$ cat src/rtl/cpu_pkg.sv
// cpu_pkg: definitions shared by the fetch stage and the ID-stage decoder.
//   pcsrc_e    - decoder PCSrc encoding (seq, branch, j/jal, jr/jalr, irq, exc)
//   RESET_VEC  - PC after reset (kernel mode)
//   IRQ_VEC    - interrupt entry
//   EXC_VEC    - illegal-op exception entry
//   NOP_INSTR  - instruction injected into IF/ID on a flush
//   pc_plus4() - sequential increment that never alters the mode bit
package cpu_pkg;

    typedef enum logic [2:0] {
        PCSRC_SEQ = 3'd0,
        PCSRC_BR  = 3'd1,
        PCSRC_JMP = 3'd2,
        PCSRC_JR  = 3'd3,
        PCSRC_IRQ = 3'd4,
        PCSRC_EXC = 3'd5
    } pcsrc_e;

    localparam logic [31:0] RESET_VEC = 32'h8000_0000;
    localparam logic [31:0] IRQ_VEC   = 32'h8000_0004;
    localparam logic [31:0] EXC_VEC   = 32'h8000_0008;
    localparam logic [31:0] NOP_INSTR = 32'h0000_0000;

    // Bit 31 is the kernel-mode flag: the low 31 bits wrap within the same mode.
    function automatic logic [31:0] pc_plus4(input logic [31:0] pc);
        return {pc[31], pc[30:0] + 31'd4};
    endfunction

endpackage

$ cat src/rtl/if_stage_irq_latch.sv
// irq_latch: pending-interrupt flag for the fetch stage.
//   clk, rst   - core clock, asynchronous active-high reset
//   irq_i      - external interrupt level
//   accept_i   - PC is being redirected to the interrupt vector this cycle
//   pc31_i     - kernel-mode flag of the instruction in ID
//   irq_o      - pending interrupt, masked while in kernel mode
// Build option: IF_IRQ_SYNC_EN inserts a 2-flop synchronizer on irq_i.
module irq_latch (
    input  logic clk,
    input  logic rst,
    input  logic irq_i,
    input  logic accept_i,
    input  logic pc31_i,
    output logic irq_o
);

    logic irq_s;
    logic pend_q;
    logic pend_d;

`ifdef IF_IRQ_SYNC_EN
    logic [1:0] sync_q;

    always_ff @(posedge clk or posedge rst) begin
        if (rst) begin
            sync_q <= '0;
        end else begin
            sync_q <= {sync_q[0], irq_i};
        end
    end

    assign irq_s = sync_q[1];
`else
    assign irq_s = irq_i;
`endif

    // Acceptance beats a simultaneous set; a level still present re-sets next cycle.
    always_comb begin
        pend_d = pend_q | irq_s;
        if (accept_i) begin
            pend_d = 1'b0;
        end
    end

    always_ff @(posedge clk or posedge rst) begin
        if (rst) begin
            pend_q <= 1'b0;
        end else begin
            pend_q <= pend_d;
        end
    end

    assign irq_o = pend_q & ~pc31_i;

endmodule

$ cat src/rtl/if_stage.sv
// if_stage: instruction-fetch stage of the 5-stage MIPS pipeline.
//   clk, reset        - core clock, asynchronous active-high reset
//   stall             - load-use hazard: hold PC and IF/ID
//   irq_in            - external interrupt level
//   id_pcsrc          - decoder PCSrc code (cpu_pkg::pcsrc_e)
//   id_jtarget        - instr[25:0] of the ID instruction
//   id_jr_addr        - forwarded rs value for jr/jalr
//   ex_br_taken       - EX branch resolved taken
//   ex_br_target      - EX branch target
//   imem_addr         - fetch address (= PC)
//   imem_data         - combinational instruction read
//   if_id_instr       - IF/ID instruction
//   if_id_pc4         - IF/ID PC+4
//   id_pc31           - kernel-mode flag of the ID instruction
//   irq_out           - pending interrupt to the decoder
// Build option: IF_IRQ_SYNC_EN (see irq_latch).
module if_stage #(
    parameter logic [31:0] RESET_VEC = 32'h8000_0000,
    parameter logic [31:0] IRQ_VEC   = 32'h8000_0004,
    parameter logic [31:0] EXC_VEC   = 32'h8000_0008,
    parameter logic [31:0] NOP_INSTR = 32'h0000_0000
) (
    input  logic        clk,
    input  logic        reset,
    input  logic        stall,
    input  logic        irq_in,
    input  logic [2:0]  id_pcsrc,
    input  logic [25:0] id_jtarget,
    input  logic [31:0] id_jr_addr,
    input  logic        ex_br_taken,
    input  logic [31:0] ex_br_target,
    output logic [31:0] imem_addr,
    input  logic [31:0] imem_data,
    output logic [31:0] if_id_instr,
    output logic [31:0] if_id_pc4,
    output logic        id_pc31,
    output logic        irq_out
);

    import cpu_pkg::*;

    logic [31:0] pc_q, pc_d;
    logic [31:0] instr_q, instr_d;
    logic [31:0] pc4_q, pc4_d;
    logic [31:0] pc4;
    logic [31:0] jmp_target;
    logic [31:0] jr_target;
    logic        irq_accept;

    assign pc4        = pc_plus4(pc_q);
    assign jmp_target = {pc4_q[31:28], id_jtarget, 2'b00};
    // User-mode code may not raise the mode bit through jr.
    assign jr_target  = {id_jr_addr[31] & pc4_q[31], id_jr_addr[30:0]};

    // Every redirect flushes IF/ID and records the pc4 of the squashed fetch,
    // which for an interrupt is the return address.
    always_comb begin
        pc_d       = pc_q;
        instr_d    = instr_q;
        pc4_d      = pc4_q;
        irq_accept = 1'b0;
        if (ex_br_taken) begin
            pc_d    = ex_br_target;
            instr_d = NOP_INSTR;
            pc4_d   = pc4;
        end else if (!stall) begin
            instr_d = NOP_INSTR;
            pc4_d   = pc4;
            case (id_pcsrc)
                PCSRC_IRQ: begin
                    pc_d       = IRQ_VEC;
                    irq_accept = 1'b1;
                end
                PCSRC_EXC: pc_d = EXC_VEC;
                PCSRC_JMP: pc_d = jmp_target;
                PCSRC_JR:  pc_d = jr_target;
                default: begin
                    pc_d    = pc4;
                    instr_d = imem_data;
                end
            endcase
        end
    end

    always_ff @(posedge clk or posedge reset) begin
        if (reset) begin
            pc_q    <= RESET_VEC;
            instr_q <= NOP_INSTR;
            pc4_q   <= RESET_VEC;
        end else begin
            pc_q    <= pc_d;
            instr_q <= instr_d;
            pc4_q   <= pc4_d;
        end
    end

    irq_latch u_irq_latch (
        .clk      (clk),
        .rst      (reset),
        .irq_i    (irq_in),
        .accept_i (irq_accept),
        .pc31_i   (pc4_q[31]),
        .irq_o    (irq_out)
    );

    assign imem_addr   = pc_q;
    assign if_id_instr = instr_q;
    assign if_id_pc4   = pc4_q;
    assign id_pc31     = pc4_q[31];

endmodule

$ cat config.mk
export PLATFORM = sky130hd
export DESIGN_NAME = if_stage
export DESIGN_NICKNAME = d
export VERILOG_FILES = /design/src/rtl/cpu_pkg.sv /design/src/rtl/if_stage_irq_latch.sv /design/src/rtl/if_stage.sv
export SDC_FILE = /design/constraint.sdc
export NUM_CORES = 1
export LEC_CHECK = 0
export ABC_AREA = 1
export CORE_MARGIN = 4
export CORE_UTILIZATION = 50
export CTS_BUF_LIST = sky130_fd_sc_hd__clkbuf_8
export CTS_CLUSTER_DIAMETER = 100
export DETAILED_ROUTE_END_ITERATION = 6
export DONT_BUFFER_PORTS = 1
export GPL_TIMING_DRIVEN = 0
export PLACE_DENSITY = 0.74
export SYNTH_ARGS = -nofsm -noshare
export SYNTH_HDL_FRONTEND = slang
export SYNTH_SLANG_ARGS = --single-unit
$ cat constraint.sdc
create_clock -name clk -period 4.49 [get_ports clk]
set_clock_uncertainty 0.1 [all_clocks]
set_input_delay 0.6735 -clock clk [delete_from_list [all_inputs] [get_ports clk]]
set_output_delay 0.6735 -clock clk [all_outputs]
set_load 0.02 [all_outputs]
==> results of run 1 <==
[cell type report]
class                   instances  area (µm²)  share of cell area
multi-input cells             512        2600               0.448
flip-flops and latches         97        2430               0.419
plain buffers                  38         216              0.0373
well taps                     136         170              0.0293
inverters                      40         155              0.0268
clock buffers                   9         124              0.0214
clock inverters                 7        78.8              0.0136
repair buffers                  1        27.5             0.00475
[routing by layer]
layer  up-vias  routed length [µm]
met4         0                 331
met3        31                2090
met5         -                   0
met2       269                8740
li1       2271                   -
met1      2283                6500
[state kept, by name, summed over array words and instances (netlist names)]
register,cells
if_id_instr,32
if_id_pc4,32
imem_addr,32
u_irq_latch.pend_q,1
[Yosys cell counts]
| cell | count | area, µm² |
|---|---|---|
| xor2_2 | 2 | 32.5 |
| ha_1 | 1 | 12.5 |
| nand2_2 | 5 | 31.3 |
| buf_2 | 23 | 115 |
| nand2_1 | 253 | 950 |
| dfstp_2 | 2 | 52.6 |
| buf_6 | 3 | 33.8 |
| nor2_2 | 6 | 37.5 |
| o21a_1 | 5 | 37.5 |
| a21oi_2 | 2 | 17.5 |
| dfrtp_1 | 95 | 2380 |
| buf_4 | 6 | 45.0 |
| a21oi_1 | 38 | 190 |
| a22o_1 | 6 | 52.6 |
| o22ai_1 | 1 | 6.26 |
| nand3_1 | 30 | 150 |
| inv_2 | 3 | 11.3 |
| nor2_1 | 57 | 214 |
| clkbuf_1 | 5 | 18.8 |
| nor3_1 | 3 | 15.0 |
| inv_4 | 1 | 6.26 |
| o21ai_1 | 6 | 30.0 |
| a32o_1 | 32 | 320 |
| a31oi_1 | 11 | 68.8 |
| xor2_1 | 8 | 70.1 |
| nor2_4 | 10 | 113 |
| o21ai_0 | 22 | 110 |
| nor2_8 | 1 | 20.0 |
| nand2_4 | 4 | 45.0 |
| inv_1 | 36 | 135 |
| buf_1 | 1 | 3.75 |
| xnor2_1 | 3 | 26.3 |
| nand3b_1 | 4 | 30.0 |
| nand3_2 | 1 | 10.0 |
| and2_1 | 1 | 6.26 |
[cell families after synthesis]
logic type,Yosys count,synth area share
DFF,97,0.450
buffers and inverters,78,0.0684
xor gates and xnor gates,13,0.0239
AOI/OAI and AO/OA,123,0.154
adders and majority gates,1,0.00232
and+or+nand+nor,375,0.301
[path summary, 6_finish.rpt]
| kind | endpoint | slack [ns] |
|---|---|---|
| max in group asynchronous | imem_addr[31] | 3.46 |
| setup / recovery | imem_addr[20] | 2.41 |
| setup reg to reg | imem_addr[20] | 2.41 |
| min in group clk | u_irq_latch.pend_q | 0.34 |
| hold reg to reg | if_id_pc4[0] | 0.41 |
| hold / removal | if_id_instr[23] | 0.14 |
[stage by stage]
step                worst slack (ns)   util  std cells
finish                          2.41  0.557        840
global route                    2.26  0.557        840
CTS                             2.40  0.557        840
detailed placement              2.22  0.537        824
global placement               0.255  0.534        823
floorplan                       1.19      -        687
[power by group]
group          total (µW)  leakage (µW)  switching (µW)  internal (µW)
logic                 344       0.00149             223            121
clock network         595     0.0000977             332            263
registers            1210       0.00122             236            969
total                2140       0.00280             791           1350
[worst max-delay path, cell delays in order, from the launching register on]
cell,delay (ns)
dfrtp_1,0.58
ha_1,0.29
nand2_2,0.09
nor2_4,0.17
nand3b_1,0.22
o21ai_0,0.31
nand2_1,0.09
nand2_1,0.07
a21oi_1,0.06
==> results.md, run 1 <==
- CTS Buffer Depth: 2
- 1st-pass router iterations: 5
- Finished Cell Area: 5800 µm²
- Crit path time final: 2.08 ns
- Initial antenna violation count: 0
- Status: complete, no violations
- Avg Cell Area, Syn: 7.85 µm²
- CTS Hold Buffers Added: 0
- Postcts setup bufs: 0
- DRC: 0
- Root buf cell: clkbuf_8
- Num ports: 228
- TritonCTS clock tree: done
- Fraction of layout cells with a size suffix above 1: 0.124
- Yosys Warn Count: 0
- Starting density of the core: 0.518
- WP data required: 4.66 ns
- Met3 usage: 0.107
- Reg2reg start: imem_addr[2]
- Routed WL: 17700 µm
- WL/cell: 21.0 µm
- Crit Path Max Fanout: 6
- F_max: 480 MHz
- Die area: 12500 µm²
- Hold Fails Final Rpt: 0
- GRT met2 Usage: 0.483
- Routed vias/inst: 5.78
- GR Util met1: 0.332
- Vias in the first global route: 5071
- CTS Buf Count: 9
- Post-route setup TNS: 0 ns
- Most frequent cells in the layout: 253 x nand2_1, 95 x dfrtp_1, 57 x nor2_1
- CP Capture Type: flop
- Setup CP Type: flop to flop
- First-pass GRT wire length: 27800 µm
- GPL Wtd Cong: 0.926
- WP data arrival: 2.25 ns
- VDD IR max: 0.200 mV
- CTS resizes: 0
- Syn Std Cell Area: 5400 µm²
- Grt ovf: 0
- Final ANT Viol Nets: 0
- Slew @ Worst Pin: 0.673 ns
- Global-route usage over all layers: 0.283
- Die span in y: 112 µm
- Post-Syn Nets: 818
- Synth cell types: 35
- P_leak: 0.00280 µW
- Clk sinks: 97
- Grt peak-use layer: met2
- Sequential area share after synthesis: 0.450
- Routed vias: 4854
- Clk slew on worst S/H paths: 0.10 ns
- CP startpoint: imem_addr[2]
- Max-cap viol count: 0
- N_diodes: 0
- Largest net degree at the start of global routing: 51
- DP Area: 5600 µm²
- Hold Path Class: input port to async pin
- Fin crit share: 0.464
- Die X: 112 µm
- Area Growth Syn to Fin: 7.47%
- Yosys reg bits: 97
- Dpl hpwl: 13900 µm
- Fillers: 1022
- Clock Latency Late Sink: 0.38 ns
- Mapped Cells: 687
- Final #Nets: 830
- Final setup viols: 0
- Cells on worst reg2reg path: 8
- Buffers on Ports: 0
- H-tree depth: 3
- Power, Total: 2140 µW
- Rel. slew slack: 0.551
- Pwr/cell area: 370 nW/µm²
- Most common cell after layout, fill and taps aside: nand2_1
- Hold WS: 0.143 ns
- DRT iter0 DRCs: 269
- Slew Viols, Final: 0
- Core area: 10400 µm²
- RSZ-0062 raised after global routing: no
- Row cnt: 37
- CP Launch Type: flop
Power figures use the tool's default switching activity.
==> run 2, diff against run 1 <==
==> constraint.sdc (replaced) <==
create_clock -name clk -period 1.95 [get_ports clk]
set_clock_uncertainty 0.1 [all_clocks]
set_input_delay 0.2925 -clock clk [delete_from_list [all_inputs] [get_ports clk]]
set_output_delay 0.2925 -clock clk [all_outputs]
set_load 0.02 [all_outputs]
==> results.md, run 2 (synthesis results as in run 1) <==
- Fraction of layout cells with a size suffix above 1: 0.142
- Row cnt: 37
- Fin crit share: 0.943
- Die X: 112 µm
- CTS Buf Count: 9
- Fillers: 927
- Clock Latency Late Sink: 0.38 ns
- Slowest cell on crit path: dfrtp_1
- Final setup viols: 0
- Die area: 12500 µm²
- Finished Cell Area: 6340 µm²
- Setup slack, reg-to-reg: 0.11 ns
- CP Launch Type: flop
- Worst reg2reg endpoint: imem_addr[30]
- Status: complete, no violations
- Most frequent cells in the layout: 253 x nand2_1, 80 x dfrtp_1, 57 x nor2_1
- WP data required: 2.16 ns
- GRT met2 Usage: 0.502
- Clk slew on worst S/H paths: 0.10 ns
- Power, Total: 5440 µW
- VDD IR max: 0.480 mV
- Clk sinks: 97
- Reg2reg start: imem_addr[19]
- Hold Path Class: input port to flop
- Largest stage delay, worst path: 0.57 ns
- FF+latch area: 2450 µm²
- First-pass GRT wire length: 28200 µm
- WL/cell: 20.9 µm
- Most used cell, CP: nand2_1
- DP Area: 5610 µm²
- Routed WL: 18500 µm
- CTS Buffer Depth: 2
- Hold Path Sink: imem_addr[31]
- WP data arrival: 2.05 ns
- GR Util met1: 0.342
- N_diodes: 0
- Vias in the first global route: 5156
- Max-cap viol count: 0
- Largest net degree at the start of global routing: 45
- Pwr/cell area: 857 nW/µm²
- Crit Path Max Fanout: 6
- Starting density of the core: 0.518
- Buffers on Ports: 0
- RSZ-0062 raised after global routing: no
- 1st-pass router iterations: 5
- GPL Wtd Cong: 0.910
- Fin cells: 883
- Area Growth Syn to Fin: 17.6%
- Dpl hpwl: 14100 µm
- Post-route setup TNS: 0 ns
- Routed vias/inst: 5.79
- TritonCTS clock tree: done
- DRT iter0 DRCs: 361
- Multi-input logic area: 2620 µm²
- Final ANT Viol Nets: 0
- Top delay family on crit path: simple AND/OR/NAND/NOR gates
- Grt ovf: 0
- Initial antenna violation count: 0
- Num ports: 228
- Hold_sp: ex_br_target[31]
- Setup CP Type: flop to flop
- Core area: 10400 µm²
- Worst path bufs/invs: 0
- CP Capture Type: flop
- Cells on worst reg2reg path: 8
- Routed vias: 5114
- F_max: 544 MHz
- Most common cell after layout, fill and taps aside: nand2_1
- Inst Count DP: 825
- Postcts setup bufs: 0
- H-tree depth: 3
- Hold Fails Final Rpt: 0
- P_leak: 0.00300 µW
- Crit path time final: 1.84 ns
- Cell chain of the critical path: nand2_1 > nor2_1 > nand2_1 > nor2_1 > nand3_1 > nand2_1 > nand2_1 > a21oi_1
- Grt peak-use layer: met2
- Slew @ Worst Pin: 0.725 ns
- Die span in y: 112 µm
- CP startpoint: imem_addr[19]
- Slew Viols, Final: 0
- Rel. slew slack: 0.517
- Hold Path Stages: 2
- Root buf cell: clkbuf_8
- Met3 usage: 0.0880
- Final #Nets: 873
- Global-route usage over all layers: 0.288
- DRC: 0
run 2: cell type report:
| cell class | instances | area share |
|---|---|---|
| well taps | 136 | 0.0268 |
| repair buffers | 44 | 0.0726 |
| inverters | 40 | 0.0247 |
| flip-flops and latches | 97 | 0.386 |
| plain buffers | 38 | 0.0341 |
| clock buffers | 10 | 0.0217 |
| clock inverters | 6 | 0.0215 |
| multi-input cells | 512 | 0.413 |
run 2: how the worst max path moves through the flow:
stage,endpoint,depth (start not counted)
3_5_place_dp,imem_addr[24],9
2_1_floorplan,imem_addr[20],8
3_3_place_gp,imem_addr[21],1
4_1_cts,imem_addr[17],7
5_1_grt,imem_addr[17],7
6_report,imem_addr[30],8
run 2: repair_timing:
| action | in CTS | in global routing |
|---|---|---|
| gates resized for setup | 2 | 17 |
| setup endpoints to repair | 6 | 17 |
| pin swaps | 0 | 3 |
| hold buffers | 40 | 2 |
| hold endpoints to repair | 135 | 2 |
run 2: worst register-to-register path, stage by stage (launching register included):
cell and delay [ns]:
dfrtp_1 0.57, nand2_1 0.13, nor2_1 0.23, nand2_1 0.12
nor2_1 0.22, nand3_1 0.14, nand2_1 0.09, nand2_1 0.06
a21oi_1 0.12
run 2: routing by layer:
metal | routed length [µm] | up-vias
met4 | 380 | 0
li1 | - | 2366
met5 | 0 | -
met1 | 6980 | 2413
met3 | 2000 | 35
met2 | 9130 | 300
run 2: through the flow:
step                       util  hold WS, ns  setup WS, ns
after floorplan               -        0.318         0.228
after global placement    0.535        0.325       -0.0715
after detailed placement  0.538       0.0525       -0.0324
after CTS                 0.603     0.000500        0.0135
after global routing      0.609      0.00788       0.00487
final                     0.609       0.0200         0.110
run 2: power by group:
| part | switching, µW | internal [µW] |
|---|---|---|
| Clock | 739 | 1020 |
| Sequential | 552 | 2240 |
| Combinational | 539 | 347 |
| Total | 1830 | 3610 |
